`config.mk`:
```
export PLATFORM = sky130hd
export DESIGN_NAME = bht_update_queue
export DESIGN_NICKNAME = d
export VERILOG_FILES = /design/src/rtl/bht_update_queue.sv
export SDC_FILE = /design/constraint.sdc
export NUM_CORES = 1
export LEC_CHECK = 0
export CAP_MARGIN = 20
export CORE_MARGIN = 8
export CORE_UTILIZATION = 50
export DETAILED_ROUTE_END_ITERATION = 8
export PLACE_DENSITY = 0.71
export SYNTH_ARGS = -nofsm -noshare
export SYNTH_HDL_FRONTEND = slang
export SYNTH_SLANG_ARGS = --single-unit
export TNS_END_PERCENT = 20
```
`constraint.sdc`:
```
create_clock -name clk -period 5.9 [get_ports clk]
set_clock_uncertainty 0.2 [all_clocks]
set_input_delay 0.59 -clock clk [delete_from_list [all_inputs] [get_ports clk]]
set_output_delay 0.59 -clock clk [all_outputs]
set_load 0.01 [all_outputs]
```
`src/rtl/bht_update_queue.sv`:
```
// -----------------------------------------------------------------------------
// bht_update_queue
//   Tracks conditional branches predicted through the 2-bit BHT from fetch until
//   they resolve in execute. Flags mispredictions (squashing younger wrong-path
//   entries) and drains resolved outcomes in program order to the BHT write port.
//
// Parameters
//   DEPTH  in-flight entries (power of two, >= 2)
//   PTR_W  entry tag width
//
// Ports
//   clk, rstn                      clock, async active-low reset
//   i_alloc_*  / o_alloc_ready/tag  fetch-side allocation (tag = tail index)
//   i_resolve_*                    branch-unit resolution by tag
//   o_mispredict / o_mispredict_tag registered one-cycle mispredict pulse
//   i_flush                        discard all entries (highest priority)
//   o_bht_write_*                  registered BHT update strobe, one per entry
//   o_count                        live entries
//   o_stat_resolved / o_stat_mispred  event counters
//
// Build option
//   BHT_UPD_STATS_EN  enables the two 32-bit statistics counters; when not
//                     defined both ports read 0 and no counter flops exist.
// -----------------------------------------------------------------------------
module bht_update_queue #(
   parameter int DEPTH = 8,
   parameter int PTR_W = $clog2(DEPTH)
) (
   input  logic             clk,
   input  logic             rstn,
   input  logic             i_alloc_valid,
   input  logic [31:0]      i_alloc_pc,
   input  logic             i_alloc_pred_taken,
   input  logic             i_alloc_hit,
   output logic             o_alloc_ready,
   output logic [PTR_W-1:0] o_alloc_tag,
   input  logic             i_resolve_valid,
   input  logic [PTR_W-1:0] i_resolve_tag,
   input  logic             i_resolve_taken,
   output logic             o_mispredict,
   output logic [PTR_W-1:0] o_mispredict_tag,
   input  logic             i_flush,
   output logic             o_bht_write_en,
   output logic [31:0]      o_bht_write_pc,
   output logic             o_bht_write_taken,
   output logic [PTR_W:0]   o_count,
   output logic [31:0]      o_stat_resolved,
   output logic [31:0]      o_stat_mispred
);

   localparam int CW = PTR_W + 1;
   localparam logic [CW-1:0] DEPTH_C = CW'(DEPTH);

   logic [CW-1:0]               head_q, head_d, tail_q, tail_d;
   logic [DEPTH-1:0]            valid_q, valid_d, resolved_q, resolved_d;
   logic [DEPTH-1:0]            pred_q, pred_d, hit_q, hit_d, actual_q, actual_d;
   logic [DEPTH-1:0][31:0]      pc_q, pc_d;
   logic                        wr_en_q, wr_en_d, wr_taken_q, wr_taken_d;
   logic [31:0]                 wr_pc_q, wr_pc_d;
   logic                        mis_q, mis_d;
   logic [PTR_W-1:0]            mis_tag_q, mis_tag_d;

   logic [CW-1:0]    count;
   logic [PTR_W-1:0] head_idx, tail_idx, res_off, ent_off;
   logic             alloc_ready, res_ok, res_mis, drain;

   // Hit is kept with the entry for visibility only; it never gates the write.
   logic unused_hit;
   assign unused_hit = ^hit_q;

   assign count       = tail_q - head_q;
   assign head_idx    = head_q[PTR_W-1:0];
   assign tail_idx    = tail_q[PTR_W-1:0];
   assign alloc_ready = (count < DEPTH_C);

   // Position of the resolving tag relative to head; in [head, tail) iff < count.
   assign res_off = i_resolve_tag - head_idx;
   assign res_ok  = i_resolve_valid && ({1'b0, res_off} < count) &&
                    valid_q[i_resolve_tag] && !resolved_q[i_resolve_tag];
   assign res_mis = res_ok && (i_resolve_taken != pred_q[i_resolve_tag]);
   // Uses the registered resolved bit, so a resolve drains no earlier than next cycle.
   assign drain   = (count != '0) && valid_q[head_idx] && resolved_q[head_idx];

   always_comb begin
      head_d     = head_q;
      tail_d     = tail_q;
      valid_d    = valid_q;
      resolved_d = resolved_q;
      pred_d     = pred_q;
      hit_d      = hit_q;
      actual_d   = actual_q;
      pc_d       = pc_q;
      wr_en_d    = 1'b0;
      wr_pc_d    = wr_pc_q;
      wr_taken_d = wr_taken_q;
      mis_d      = 1'b0;
      mis_tag_d  = mis_tag_q;
      ent_off    = '0;

      if (i_flush) begin
         head_d  = '0;
         tail_d  = '0;
         valid_d = '0;
      end else begin
         if (drain) begin
            wr_en_d           = 1'b1;
            wr_pc_d           = pc_q[head_idx];
            wr_taken_d        = actual_q[head_idx];
            valid_d[head_idx] = 1'b0;
            head_d            = head_q + CW'(1);
         end

         if (res_ok) begin
            resolved_d[i_resolve_tag] = 1'b1;
            actual_d[i_resolve_tag]   = i_resolve_taken;
         end

         if (res_mis) begin
            mis_d     = 1'b1;
            mis_tag_d = i_resolve_tag;
            // Computed from the full-width head so the wrap bit stays consistent.
            tail_d    = head_q + {1'b0, res_off} + CW'(1);
            for (int i = 0; i < DEPTH; i++) begin
               ent_off = PTR_W'(i) - head_idx;
               if (ent_off > res_off) valid_d[i] = 1'b0;
            end
         end else if (i_alloc_valid && alloc_ready) begin
            // A same-cycle allocation is on the wrong path when a squash happens.
            valid_d[tail_idx]    = 1'b1;
            resolved_d[tail_idx] = 1'b0;
            pred_d[tail_idx]     = i_alloc_pred_taken;
            hit_d[tail_idx]      = i_alloc_hit;
            actual_d[tail_idx]   = 1'b0;
            pc_d[tail_idx]       = i_alloc_pc;
            tail_d               = tail_q + CW'(1);
         end
      end
   end

   always_ff @(posedge clk or negedge rstn) begin
      if (!rstn) begin
         head_q     <= '0;
         tail_q     <= '0;
         valid_q    <= '0;
         resolved_q <= '0;
         pred_q     <= '0;
         hit_q      <= '0;
         actual_q   <= '0;
         pc_q       <= '0;
         wr_en_q    <= 1'b0;
         wr_pc_q    <= '0;
         wr_taken_q <= 1'b0;
         mis_q      <= 1'b0;
         mis_tag_q  <= '0;
      end else begin
         head_q     <= head_d;
         tail_q     <= tail_d;
         valid_q    <= valid_d;
         resolved_q <= resolved_d;
         pred_q     <= pred_d;
         hit_q      <= hit_d;
         actual_q   <= actual_d;
         pc_q       <= pc_d;
         wr_en_q    <= wr_en_d;
         wr_pc_q    <= wr_pc_d;
         wr_taken_q <= wr_taken_d;
         mis_q      <= mis_d;
         mis_tag_q  <= mis_tag_d;
      end
   end

   assign o_alloc_ready     = alloc_ready;
   assign o_alloc_tag       = tail_idx;
   assign o_mispredict      = mis_q;
   assign o_mispredict_tag  = mis_tag_q;
   assign o_bht_write_en    = wr_en_q;
   assign o_bht_write_pc    = wr_pc_q;
   assign o_bht_write_taken = wr_taken_q;
   assign o_count           = count;

`ifdef BHT_UPD_STATS_EN
   logic [31:0] stat_res_q, stat_res_d, stat_mis_q, stat_mis_d;

   // Flush drops the concurrent resolve, so it is not counted.
   always_comb begin
      stat_res_d = stat_res_q;
      stat_mis_d = stat_mis_q;
      if (!i_flush && res_ok)  stat_res_d = stat_res_q + 32'd1;
      if (!i_flush && res_mis) stat_mis_d = stat_mis_q + 32'd1;
   end

   always_ff @(posedge clk or negedge rstn) begin
      if (!rstn) begin
         stat_res_q <= '0;
         stat_mis_q <= '0;
      end else begin
         stat_res_q <= stat_res_d;
         stat_mis_q <= stat_mis_d;
      end
   end

   assign o_stat_resolved = stat_res_q;
   assign o_stat_mispred  = stat_mis_q;
`else
   assign o_stat_resolved = '0;
   assign o_stat_mispred  = '0;
`endif

endmodule

```
# Word level (Yosys, flattened, before mapping)
# Cells that the tools add are included.
[word_totals] wordCells=131 out_inout_bits=110 inputBits=43 regBits=334
[classes] n_reduce_logical=17 magnitude_cmp=16 n_bitwise=9 eq_ne=1 muxes=55 add_sub_neg=14
[ops] op="256-bit bitwise mux" n=1
[ops] op="8-bit two-way mux" n=13
[ops] op="32-bit binary-select mux with 3-bit select" n=1
[ops] op="32-bit demux with 3-bit select" n=1
[ops] op="32-bit two-way mux" n=2
[ops] op="8-bit AND" n=3
[ops] op="3-bit greater-than comparator" n=8
[ops] op="1-bit two-way mux" n=21
[ops] op="4-bit two-way mux" n=5
[ops] op="1-bit binary-select mux with 3-bit select" n=6
[ops] op="8-bit bitwise mux" n=2
[ops] op="8-bit NOT" n=2
[ops] op="8-bit OR" n=2
[ops] op="4-bit by 1-bit adder with 4-bit output (second input constant)" n=3
[ops] op="3-bit by 4-bit less-than comparator with 1-bit output (second input constant)" n=3
[ops] op="3-bit subtractor (first input constant)" n=4
[ops] op="1-bit logical AND" n=10
[ops] op="1-bit demux with 3-bit select" n=3
[ops] op="3-bit by 1-bit >= comparator with 1-bit output (second input constant)" n=3
[ops] op="1-bit by 3-bit subtractor with 3-bit output (first input constant)" n=2
[ops] op="2-bit by 3-bit subtractor with 3-bit output (first input constant)" n=2
[ops] op="4-bit by 3-bit adder with 4-bit output" n=1
[ops] op="3-bit by 4-bit less-than comparator with 1-bit output" n=1
[ops] op="4-bit less-than comparator (second input constant)" n=1
[ops] op="other kinds (10)" n=12

# Depth between registers and ports, before layout
# Gate-level depths: netlist of the first run.
[depth] ltp_word=12 mapped_depth=15 depth_no_buf=12

# Worst setup path after synthesis of the first run
# OpenSTA, ideal clock, no wires.
[synth_path] path_kind="input to register" startpoint="input i_resolve_tag[0]" endpoint="register pc_q[227] in the netlist's numbering" path_buffers=4 slack_ps=1671 setup_ps=125 arrival_time_ps=3904 stages=15 cell_sequence="clkbuf_1 -> inv_1 -> ha_1 -> inv_1 -> fa_1 -> xnor2_1 -> xnor2_2 -> inv_1 -> maj3_1 -> and4_1 -> buf_6 -> buf_6 -> nor4_4 -> buf_6 -> mux2_2"
[synth_between] elab_chain_len=8
[synth_rtl] element="start, declared" line="38" source="input logic [PTR_W-1:0] i_resolve_tag,"
[synth_rtl] element="3-bit subtractor" line="77" source="assign res_off = i_resolve_tag - head_idx;"
[synth_rtl] element="3-bit by 4-bit less-than comparator with 1-bit output" line="78" source="assign res_ok = i_resolve_valid && ({1'b0, res_off} < count) &&"
[synth_rtl] element="1-bit logical AND (2 in series)" line="78"
[synth_rtl] element="1-bit logical AND" line="79" source="valid_q[i_resolve_tag] && !resolved_q[i_resolve_tag];"
[synth_rtl] element="1-bit logical AND (*)" line="80" source="assign res_mis = res_ok && (i_resolve_taken != pred_q[i_resolve_tag]);"
[synth_rtl] element="1-bit NOT (no line) (*)"
[synth_rtl] element="3-bit AND reduction (no line) (*)"
[synth_rtl] element="end signal, assigned" line="163" source="pc_q <= pc_d;"
[synth_rtl] element="end, declared" line="57" source="logic [DEPTH-1:0][31:0] pc_q, pc_d;"
# Mark *: on every way between the ends. The rest lies on a longest branch, timed or not. The select of a mux whose other input is x is not followed.
# A chain may end at the register's enable or synchronous reset.

# Worst setup path after layout of the first run
[layout_path] startpoint="input i_resolve_tag[0]" endpoint="register pc_q[211] in the netlist's numbering"
# The elaborated chain is that of the path after synthesis.

==> results of run 1 <==
## per-layer routing
metal | vias up | part of all wire | wire length (µm) | GRT usage
li1 | 4254 | - | - | -
met5 | - | 0.0014 | 49 | 0
met1 | 4938 | 0.45 | 16280 | 0.2573
met4 | 8 | 0.017 | 633 | 0.04419
met3 | 59 | 0.058 | 2111 | 0.03671
met2 | 244 | 0.47 | 17190 | 0.3047
## worst min-delay path, delay by kind of cell, from the launching register on
family / cells / cell delay [ns]
AOI/OAI and AO/OA: 1 / 0.06
DFF: 1 / 0.34
and+or+nand+nor: 1 / 0.04
## logic make-up (layout without fill, tap and decap cells)
| logic type | after synthesis | in the layout | share of synthesized area |
|---|---|---|---|
| buffers and inverters | 164 | 211 | 0.06158 |
| XOR/XNOR | 15 | 15 | 0.008316 |
| multiplexers | 376 | 376 | 0.3215 |
| AO/OA/AOI/OAI | 105 | 105 | 0.03993 |
| AND/OR/NAND/NOR | 141 | 141 | 0.04510 |
| other | 1 | 64 | 0.0002245 |
| flip-flops | 334 | 334 | 0.5004 |
| adder cells (fa/ha/maj) | 29 | 29 | 0.02292 |
## stage by stage
stage / hold slack, ns / instance area [µm²]
after floorplan: 0.09441 / 16940
after detailed placement: 0.2690 / 17750
after global placement: 0.2595 / 17750
after global routing: 0.2923 / 19050
final: 0.2719 / 19050
after CTS: 0.2819 / 19050
## layout make-up
| type | count | area [µm²] |
|---|---|---|
| fill | 2631 | 14150 |
| inverter | 29 | 108.9 |
| tap | 448 | 560.5 |
| multi-input combinational | 730 | 7566 |
| timing repair buffer | 116 | 1159 |
| clock buffer | 52 | 1115 |
| sequential | 334 | 8366 |
| clock inverter | 14 | 176.4 |
## power by group through the flow
stage,clock (mW),combinational [mW],sequential (mW)
after floorplan,0,1.16,3.15
after global placement,0,1.52,3.19
after detailed placement,0,1.57,3.22
after CTS,2.46,1.58,3.19
after global routing,2.54,1.69,3.27
final,2.40,1.56,3.19
## Yosys cell counts, drive strengths merged, types with 7 or more instances
cell / number / share of area
or3: 7 / 0.0026
mux4: 67 / 0.090
inv: 29 / 0.0065
a31oi: 7 / 0.0026
clkbuf: 26 / 0.0058
nand3: 9 / 0.0027
dfrtp: 334 / 0.50
xnor2: 10 / 0.0057
ha: 25 / 0.019
mux2i: 38 / 0.023
buf: 109 / 0.049
o21a: 8 / 0.0036
o21ai: 41 / 0.012
nand2: 59 / 0.013
mux2: 271 / 0.21
nor2: 21 / 0.0047
a21oi: 14 / 0.0042
## cell usage in the layout (no fill, tap or decap), drive strengths merged, types with 3 or more instances in the layout
cell           Yosys  layout
inv               29      30
or3                7       7
nand2             59      59
xor2               5       5
o21bai             3       3
buf              109      29
nor2b              6       6
and2               5       5
nand3b             3       3
clkinv             0       8
o21a               8       8
fa                 3       3
nor4               6       6
mux2             271     271
dfrtp            334     334
a211oi             4       4
nor3b              3       3
nand2b             5       5
and3               5       5
clkbuf            26      52
a21oi             14      14
xnor2             10      10
bufinv             0       4
nand3              9       9
o21ai             41      41
a21o               4       4
a31oi              7       7
mux2i             38      38
o41ai              4       4
a221oi             6       6
nor2              21      21
mux4              67      67
o31ai              3       3
or4                5       5
clkdlybuf4s50      0      86
ha                25      25
conb               1      64
## path summary, 6_finish.rpt
kind                                    startpoint                 end  slack (ns)  cells after the start
max in group asynchronous                     rstn           head_q[1]        3.60                      3
worst max register to register           head_q[0]           pc_q[211]        1.45                     11
worst min register to register  o_bht_write_pc[22]  o_bht_write_pc[22]        0.27                      2
worst max-delay path              i_resolve_tag[0]           pc_q[211]        1.33                     13
min in group asynchronous                     rstn           pc_q[154]        0.53                      2
worst min-delay path            o_bht_write_pc[22]  o_bht_write_pc[22]        0.27                      2
## flip-flops by register name (all words and copies together) (netlist names)
name,cells
actual_q,8
head_q,4
o_bht_write_en,1
o_bht_write_pc,32
o_bht_write_taken,1
o_mispredict,1
o_mispredict_tag,3
pc_q,256
pred_q,8
resolved_q,8
tail_q,4
valid_q,8
## repair_timing
item | in CTS | in global routing
endpoints found under the setup margin | 0 | 0
hold buffers | 1 | 0
endpoints found under the hold margin | 8 | 0
==> run summary, run 1 <==
Max stage delay cell, worst path - or4_2
Cts bufs inserted - 37
Combinational power share - 0.217
Routed vias/inst - 5.515
Port Buf Inserts - 87
Crit. End Element - flop
Post-synthesis cell area - 16700 µm²
Initial Utilization - 0.5031
Worst Max-Slew Pin Slew - 1.119 ns
Startpoint types - input pin
Period Utilization, post-route - 0.7744
GRT Residual Overflow - 0
Switch Pwr - 1.776 mW
Residual DRC - 0
Clk_lat worst skew - 0.52 ns
# setup viols final - 0
Final worst slack - 1.331 ns
Required @ worst endpoint - 6.09 ns
Netlist cell types - 57
Synth Flop Type - dfrtp_1
Postcts setup bufs - 0
Seq/Total Area, Yosys - 0.5004
Avg Inst Size Synth - 14.34 µm²
Max Clock Freq - 218.9 MHz
GRT Util Overall - 0.1873
Status - complete, no violations
Detailed placer's ending HPWL - 22420 µm
Power Density - 375.5 nW/µm²
Avg WL per Cell - 21.05 µm
Fin Setup TNS - 0 ns
Clk root buf - clkbuf_16
Synth warnings - 0
Placed cell count - 1656
Synthesized instance count - 1165
Number of rows created at floorplan - 67
Clock Sinks - 334
P_int - 5.378 mW
P_leak - 9.182 nW
Chip width - 198.8 µm
Core area - 33200 µm²
Final hold vios - 0
Fraction of layout cells with a size suffix above 1 - 0.3475
Die Y-Extent - 198.8 µm
Post-synth EDFFs - 0
Final Total Pwr - 7.154 mW
Clk buf depth - 3
Worst setup path class - in -> reg
RSZ-0062 raised after global routing - false
Switching share of power - 0.2482
Final ANT Viol Nets - 0
N_diodes - 0
Min Tclk post-route - 4.569 ns
Crit Path Max Fanout - 34
Yosys reg bits - 334
Sequential Power Share - 0.447
CP most frequent cell - inv_1
Routed wire length - 36270 µm
Finished Core Util - 0.5739
First-pass GRT wire length - 58440 µm
Max IR drop VDD - 0.2903 mV
Syn-to-layout area delta - 14.07%
H-tree levels - 2
CTS tree - yes
Fin. max-slew vios - 0
Vias in the first global route - 10210
MaxCap Viol Count - 0
CP bufs+invs - 5
Nets - 1319
DRT Pass-1 Iters - 5
Crit-path cells - clkdlybuf4s50_1 > inv_1 > ha_1 > inv_1 > fa_1 > xnor2_1 > xnor2_2 > inv_1 > maj3_1 > and4_1 > or4_2 > buf_12 > mux2_4
Clock Power Share - 0.336
Top delay family on crit path - simple AND/OR/NAND/NOR gates
Area of the die - 39510 µm²
Post_cts resized - 0
Starting DRC count in detailed routing - 611
Crit-path max cell delay - 0.79 ns
Rel. slew slack - 0.2543
Non-Filler Instances - 1723
Async set-reset flop share out of synthesis - 1.000
Place WS - 0.8278 ns
Initial antenna violation count - 4
I/O pin count - 153
Largest net degree at the start of global routing - 126
RePlAce Congestion - 0.8594
Clock Pin Slew Worst Setup and Hold Paths - 0.05 ns
Vias - 9503
Hold crit path type - reg -> reg
Worst EP arrival - 4.76 ns
(Power assumes the default switching activity.)
==> run 2: changes to the inputs <==
--- a/config.mk
+++ b/config.mk
@@ -9,7 +9,7 @@
 export CORE_MARGIN = 8
 export CORE_UTILIZATION = 50
 export DETAILED_ROUTE_END_ITERATION = 8
-export PLACE_DENSITY = 0.71
+export PLACE_DENSITY = 0.74
 export SYNTH_ARGS = -nofsm -noshare
 export SYNTH_HDL_FRONTEND = slang
 export SYNTH_SLANG_ARGS = --single-unit
==> constraint.sdc (replaced) <==
create_clock -name clk -period 3.7 [get_ports clk]
set_clock_uncertainty 0.2 [all_clocks]
set_input_delay 0.37 -clock clk [delete_from_list [all_inputs] [get_ports clk]]
set_output_delay 0.37 -clock clk [all_outputs]
set_load 0.01 [all_outputs]
==> run 2 against run 1 <==
Register-to-register slack lost 1.4 ns. Routed wire length up 2.6%. Worst setup slack got worse by 1.2 ns. Hold slack got worse by 0.019 ns. Combinational power up 66%. Critical endpoint is now pc_q[115]. Clock power grew 59%. Die area unchanged. Utilization grew 1.6 points. Sequential cell count is the same. Total power up 61%. First-iteration DRC count is 7.5% higher. Global-route usage grew 0.33 points.
==> run summary, run 2 (synthesis results as in run 1) <==
Clock Pin Slew Worst Setup and Hold Paths - 0.07 ns
Worst EP arrival - 3.81 ns
Clk_lat worst skew - 0.52 ns
Die Y-Extent - 198.8 µm
Crit Path Max Fanout - 24
First-pass GRT wire length - 59820 µm
Nets - 1365
Period Utilization, post-route - 0.9780
Largest register by flop count - pc_q
Fraction of layout cells with a size suffix above 1 - 0.3761
Max stage delay cell, worst path - dfrtp_4
Number of rows created at floorplan - 67
Core area - 33200 µm²
I/O pin count - 153
Final worst slack - 0.08147 ns
N_diodes - 0
Rel. slew slack - 0.3308
GRT Util Overall - 0.1906
Reg area - 8363 µm²
Chip width - 198.8 µm
Starting DRC count in detailed routing - 657
RePlAce Congestion - 0.8641
# setup viols final - 0
Worst Max-Slew Pin Slew - 1.004 ns
Hold crit path type - in -> async
Area taken by multi-input logic gates - 7605 µm²
Cts bufs inserted - 38
Most common cell after layout, fill and taps aside - dfrtp_1
Power Density - 586.6 nW/µm²
FILL cells - 2553
Vias in the first global route - 10580
Crit-path cells - ha_2 > fa_1 > ha_1 > o21a_1 > nor2_1 > maj3_2 > and4_4 > buf_6 > nor4_4 > buf_4 > buf_12 > mux2_2
Routed vias/inst - 5.568
Area of the die - 39510 µm²
Clk buf depth - 3
Initial Utilization - 0.5031
Vias - 9867
Max reg flops - 256
Worst setup path class - reg -> reg
Clk root buf - clkbuf_16
Final hold vios - 0
Fin. max-slew vios - 0
Top delay family on crit path - adder cells
Port Buf Inserts - 87
Min Tclk post-route - 3.619 ns
Finished Core Util - 0.5903
H-tree levels - 2
Worst Reg-to-Reg Cells - 12
Crit-path max cell delay - 0.51 ns
Final ANT Viol Nets - 0
MaxCap Viol Count - 0
Worst path depth - 12
Routed wire length - 37200 µm
CTS tree - yes
Initial antenna violation count - 1
Startpoint types - flop
Max IR drop VDD - 0.4201 mV
Detailed placer's ending HPWL - 24010 µm
Avg WL per Cell - 20.99 µm
Crit. End Element - flop
CP bufs+invs - 3
Largest net degree at the start of global routing - 90
Residual DRC - 0
Syn-to-layout area delta - 17.33%
Required @ worst endpoint - 3.89 ns
RSZ-0062 raised after global routing - false
P_leak - 9.447 nW
DRT Pass-1 Iters - 5
Clock Sinks - 334
Status - complete, no violations
Most frequent cells in the layout - dfrtp_1, mux2_2, mux2_4
GRT Residual Overflow - 0
Fin Setup TNS - 0 ns
Max Clock Freq - 276.4 MHz
Placed cell count - 1697
Non-Filler Instances - 1772
Place WS - -0.5731 ns
## run 2: changes by cell type in the layout (fill, tap and decap cells not counted), moves of 4 or more
cell | previous run | this run
buf_4 | 23 | 50
buf_12 | 5 | 15
buf_6 | 0 | 6
clkbuf_1 | 4 | 8
clkinv_2 | 8 | 4
clkinvlp_4 | 1 | 5
inv_1 | 28 | 24
or4_2 | 4 | 0
or4_4 | 0 | 4
## run 2: metrics by stage
| step | area [µm²] | hold WS (ns) | total power [mW] |
|---|---|---|---|
| 2_1_floorplan | 17000 | -0.1256 | 6.881 |
| 3_3_place_gp | 18210 | 0.2355 | 7.589 |
| 3_5_place_dp | 18210 | 0.2405 | 7.724 |
| 4_1_cts | 19600 | 0.2671 | 11.59 |
| 5_1_grt | 19600 | 0.2895 | 12.05 |
| 6_report | 19600 | 0.2532 | 11.49 |
## run 2: worst paths after layout
check | endpoint | slack [ns] | startpoint
setup / recovery | pc_q[115] | 0.08 | head_q[0]
hold / removal | pc_q[71] | 0.25 | rstn
setup reg to reg | pc_q[115] | 0.08 | head_q[0]
hold reg to reg | o_bht_write_pc[13] | 0.27 | o_bht_write_pc[13]
max in group asynchronous | resolved_q[6] | 2.21 | rstn
min in group clk | o_bht_write_pc[13] | 0.27 | o_bht_write_pc[13]
## run 2: what timing repair did
item	4_1_cts	5_1_grt
cloned	2	0
endpoints found under the hold margin	83	0
setup endpoints to repair	231	43
pin swaps	3	1
hold buffers	1	0
setup buffers	2	0
gates resized for setup	12	3
## run 2: worst register-to-register path, cell delays in order, from the launching register on
cell,delay [ns]
dfrtp_4,0.51
ha_2,0.20
fa_1,0.47
ha_1,0.31
o21a_1,0.11
nor2_1,0.04
maj3_2,0.32
and4_4,0.19
buf_6,0.16
nor4_4,0.20
buf_4,0.19
buf_12,0.21
mux2_2,0.38
## run 2: layout make-up
cell class,instances,area share
flip-flops and latches,334,0.4268
multi-input cells,730,0.3881
repair buffers,161,0.08492
clock buffers,53,0.05555
well taps,448,0.02861
clock inverters,17,0.01034
inverters,29,0.005683
## run 2: power by group
part	switching [mW]	total (mW)	leakage (nW)	internal (mW)
logic	0.924	2.59	4.46	1.66
clock network	1.52	3.81	0.619	2.29
registers	0.507	5.10	4.37	4.59
total	2.95	11.5	9.45	8.55
## run 2: routing by layer
layer,global-route usage,vias to the layer above,part of all wire
met5,0,-,0.00022
met4,0.04831,2,0.019
met3,0.03553,55,0.060
met2,0.3077,281,0.47
met1,0.2638,5187,0.45
li1,-,4342,-
==> run 3: changes to the inputs <==
--- a/config.mk
+++ b/config.mk
@@ -5,11 +5,13 @@
 export SDC_FILE = /design/constraint.sdc
 export NUM_CORES = 1
 export LEC_CHECK = 0
-export CAP_MARGIN = 20
+export ABC_AREA = 1
+export CAP_MARGIN = 15
 export CORE_MARGIN = 8
 export CORE_UTILIZATION = 50
 export DETAILED_ROUTE_END_ITERATION = 8
-export PLACE_DENSITY = 0.74
+export PLACE_DENSITY = 0.73
+export SETUP_SLACK_MARGIN = 0.02
 export SYNTH_ARGS = -nofsm -noshare
 export SYNTH_HDL_FRONTEND = slang
 export SYNTH_SLANG_ARGS = --single-unit
==> run 3 against run 2 <==
Combinational power up 98%. Sequential cell count is the same. Routed wire length rose by 42%. First-iteration DRC count increased to 3.0 times the previous value. Maximum frequency is 3.8% higher. Utilization fell by 0.91 points. Synthesized cell count is 94% higher. Critical path depth is 4 higher. Hold slack got worse by 0.064 ns. Clock-buffer cell count shrank 2. Worst setup slack gained 0.13 ns. Total power grew 30%. Largest cell class unchanged.
==> run summary, run 3 <==
Vias in the first global route - 15290
Nets - 2326
Clock Power Share - 0.263
Detailed placer's ending HPWL - 30830 µm
P_int - 9.474 mW
Cts bufs inserted - 37
Largest register by flop count - pc_q
Worst Max-Slew Pin Slew - 0.9613 ns
RSZ-0062 raised after global routing - false
Max IR drop VDD - 0.4792 mV
Startpoint types - flop
Starting DRC count in detailed routing - 1982
Required @ worst endpoint - 3.96 ns
Die Y-Extent - 203.4 µm
Final instance area - 20070 µm²
Vias - 16010
I/O pin count - 153
Synth area leader - dfrtp_1
Worst setup path class - reg -> reg
Netlist cell types - 39
Seq/Total Area, Yosys - 0.4761
Initial antenna violation count - 6
Non-Filler Instances - 2742
Routed wire length - 52840 µm
Crit-path cells - ha_1 > inv_1 > fa_1 > ha_1 > o21ai_0 > nand3_1 > nand2_1 > a21oi_1 > buf_4 > nor2_1 > nand2_4 > buf_4 > nand4_2 > buf_4 > nand2_1 > nand2_1
Placed cell count - 2670
DR WL met2 - 24590 µm
Top delay family on crit path - adder cells
Final ANT Viol Nets - 0
CTS tree - yes
Fin. max-slew vios - 0
Area of the die - 41360 µm²
Avg Inst Size Synth - 7.781 µm²
DP Area - 18750 µm²
Status - complete, no violations
Crit Path Max Fanout - 18
Clock Pin Slew Worst Setup and Hold Paths - 0.06 ns
Largest net degree at the start of global routing - 135
Period Utilization, post-route - 0.9426
Max layer used - met5
H-tree levels - 2
Most common cell after layout, fill and taps aside - nand2_1
Routed vias/inst - 5.839
Final Total Pwr - 14.98 mW
Switch Pwr - 5.504 mW
Crit. End Element - flop
Synth warnings - 0
Chip width - 203.4 µm
Max reg flops - 256
Core area - 34540 µm²
Synthesized instance count - 2256
RePlAce Congestion - 0.8907
Synth Flop Type - dfrtp_1
P_leak - 10.15 nW
MaxCap Viol Count - 0
Sequential Power Share - 0.395
Switching share of power - 0.3675
Final hold vios - 0
Worst EP arrival - 3.74 ns
Area share of the largest cell type after synthesis - 0.4761
Async set-reset flop share out of synthesis - 1.000
Min Tclk post-route - 3.488 ns
Avg WL per Cell - 19.27 µm
Fraction of layout cells with a size suffix above 1 - 0.07184
Routed wl met3 - 4601 µm
Post-synth top cells - nand2_1, dfrtp_1, o21ai_0
Most frequent cells in the layout - nand2_1, dfrtp_1, o21ai_0
Clock Sinks - 334
First-pass GRT wire length - 84370 µm
CP bufs+invs - 4
Number of rows created at floorplan - 68
Clk buf depth - 3
Max stage delay cell, worst path - dfrtp_4
Yosys reg bits - 334
Wl on met1 - 22130 µm
Clk root buf - clkbuf_16
DRT Pass-1 Iters - 6
Top cells by area, synth - dfrtp_1, nand2_1, o21ai_0
Post-synthesis cell area - 17550 µm²
Initial Utilization - 0.5082
Clk_lat worst skew - 0.52 ns
Hold crit path type - in -> reg
Syn-to-layout area delta - 14.36%
Post-synth EDFFs - 0
Rel. slew slack - 0.3591
GRT Residual Overflow - 0
# setup viols final - 0
Max Clock Freq - 286.7 MHz
GRT Util Overall - 0.2500
Power Density - 746.2 nW/µm²
Top-count cell post-synth - nand2_1
Port Buf Inserts - 87
Combinational power share - 0.343
Crit-path max cell delay - 0.52 ns
Residual DRC - 0
Postcts setup bufs - 0
==> run 3: what timing repair did <==
item / CTS / global route
endpoints found under the setup margin: 0 / 3
gates resized for setup: 0 / 1
endpoints found under the hold margin: 104 / 0
hold buffers: 1 / 0
==> run 3: path summary, 6_finish.rpt <==
kind / start / to / slack, ns / cells after the start
hold / removal: i_flush / head_q[3] / 0.19 / 2
min in group asynchronous: rstn / tail_q[1] / 0.30 / 2
max in group asynchronous: rstn / pc_q[103] / 1.96 / 3
setup reg to reg: head_q[0] / pc_q[158] / 0.21 / 16
setup / recovery: head_q[0] / pc_q[158] / 0.21 / 16
hold reg to reg: pc_q[59] / pc_q[59] / 0.27 / 2
==> run 3: routing by layer <==
layer	up-vias	track usage
met2	784	0.4009
met5	-	0
met4	4	0.09557
met1	7751	0.3380
met3	108	0.04015
li1	7364	-
==> run 3: cell type report <==
class                           count  area [µm²]
Antenna cell                        4       10.01
Clock inverter                     16       241.5
Sequential cell                   334        8362
Inverter                          110       417.9
Timing Repair Buffer              163        1732
Clock buffer                       51        1060
Multi-Input combinational cell   1609        7682
Tap cell                          455       569.3
Fill cell                        3130       14470
==> run 3: cells by family (layout without fill, tap and decap cells) <==
| logic type | after synthesis | count (layout) | synth area share |
|---|---|---|---|
| compound gates | 434 | 434 | 0.1332 |
| xor+xnor | 8 | 8 | 0.003992 |
| fa+ha+maj | 29 | 29 | 0.02181 |
| buf+inv | 376 | 340 | 0.1017 |
| flops | 334 | 334 | 0.4761 |
| other cells | 1 | 68 | 0.0002136 |
| simple gates | 1074 | 1074 | 0.2629 |
==> run 3: power groups by stage <==
stage | sequential [mW] | combinational, mW | clock, mW
global route | 6.07 | 5.73 | 4.14
floorplan | 5.84 | 3.25 | 0
global placement | 5.88 | 4.93 | 0
finish | 5.91 | 5.13 | 3.93
detailed placement | 5.94 | 5.07 | 0
CTS | 5.89 | 5.11 | 3.98
==> run 3: through the flow <==
stage	TNS (ns)	hold WS, ns	util	setup slack, ns
floorplan	0	-0.1256	-	0.03614
global placement	-0.3633	0.2538	0.5427	-0.03150
detailed placement	-20.57	0.2589	0.5427	-0.1704
CTS	0	0.1658	0.5807	0.2234
global route	0	0.2010	0.5811	0.04823
finish	0	0.1891	0.5811	0.2124
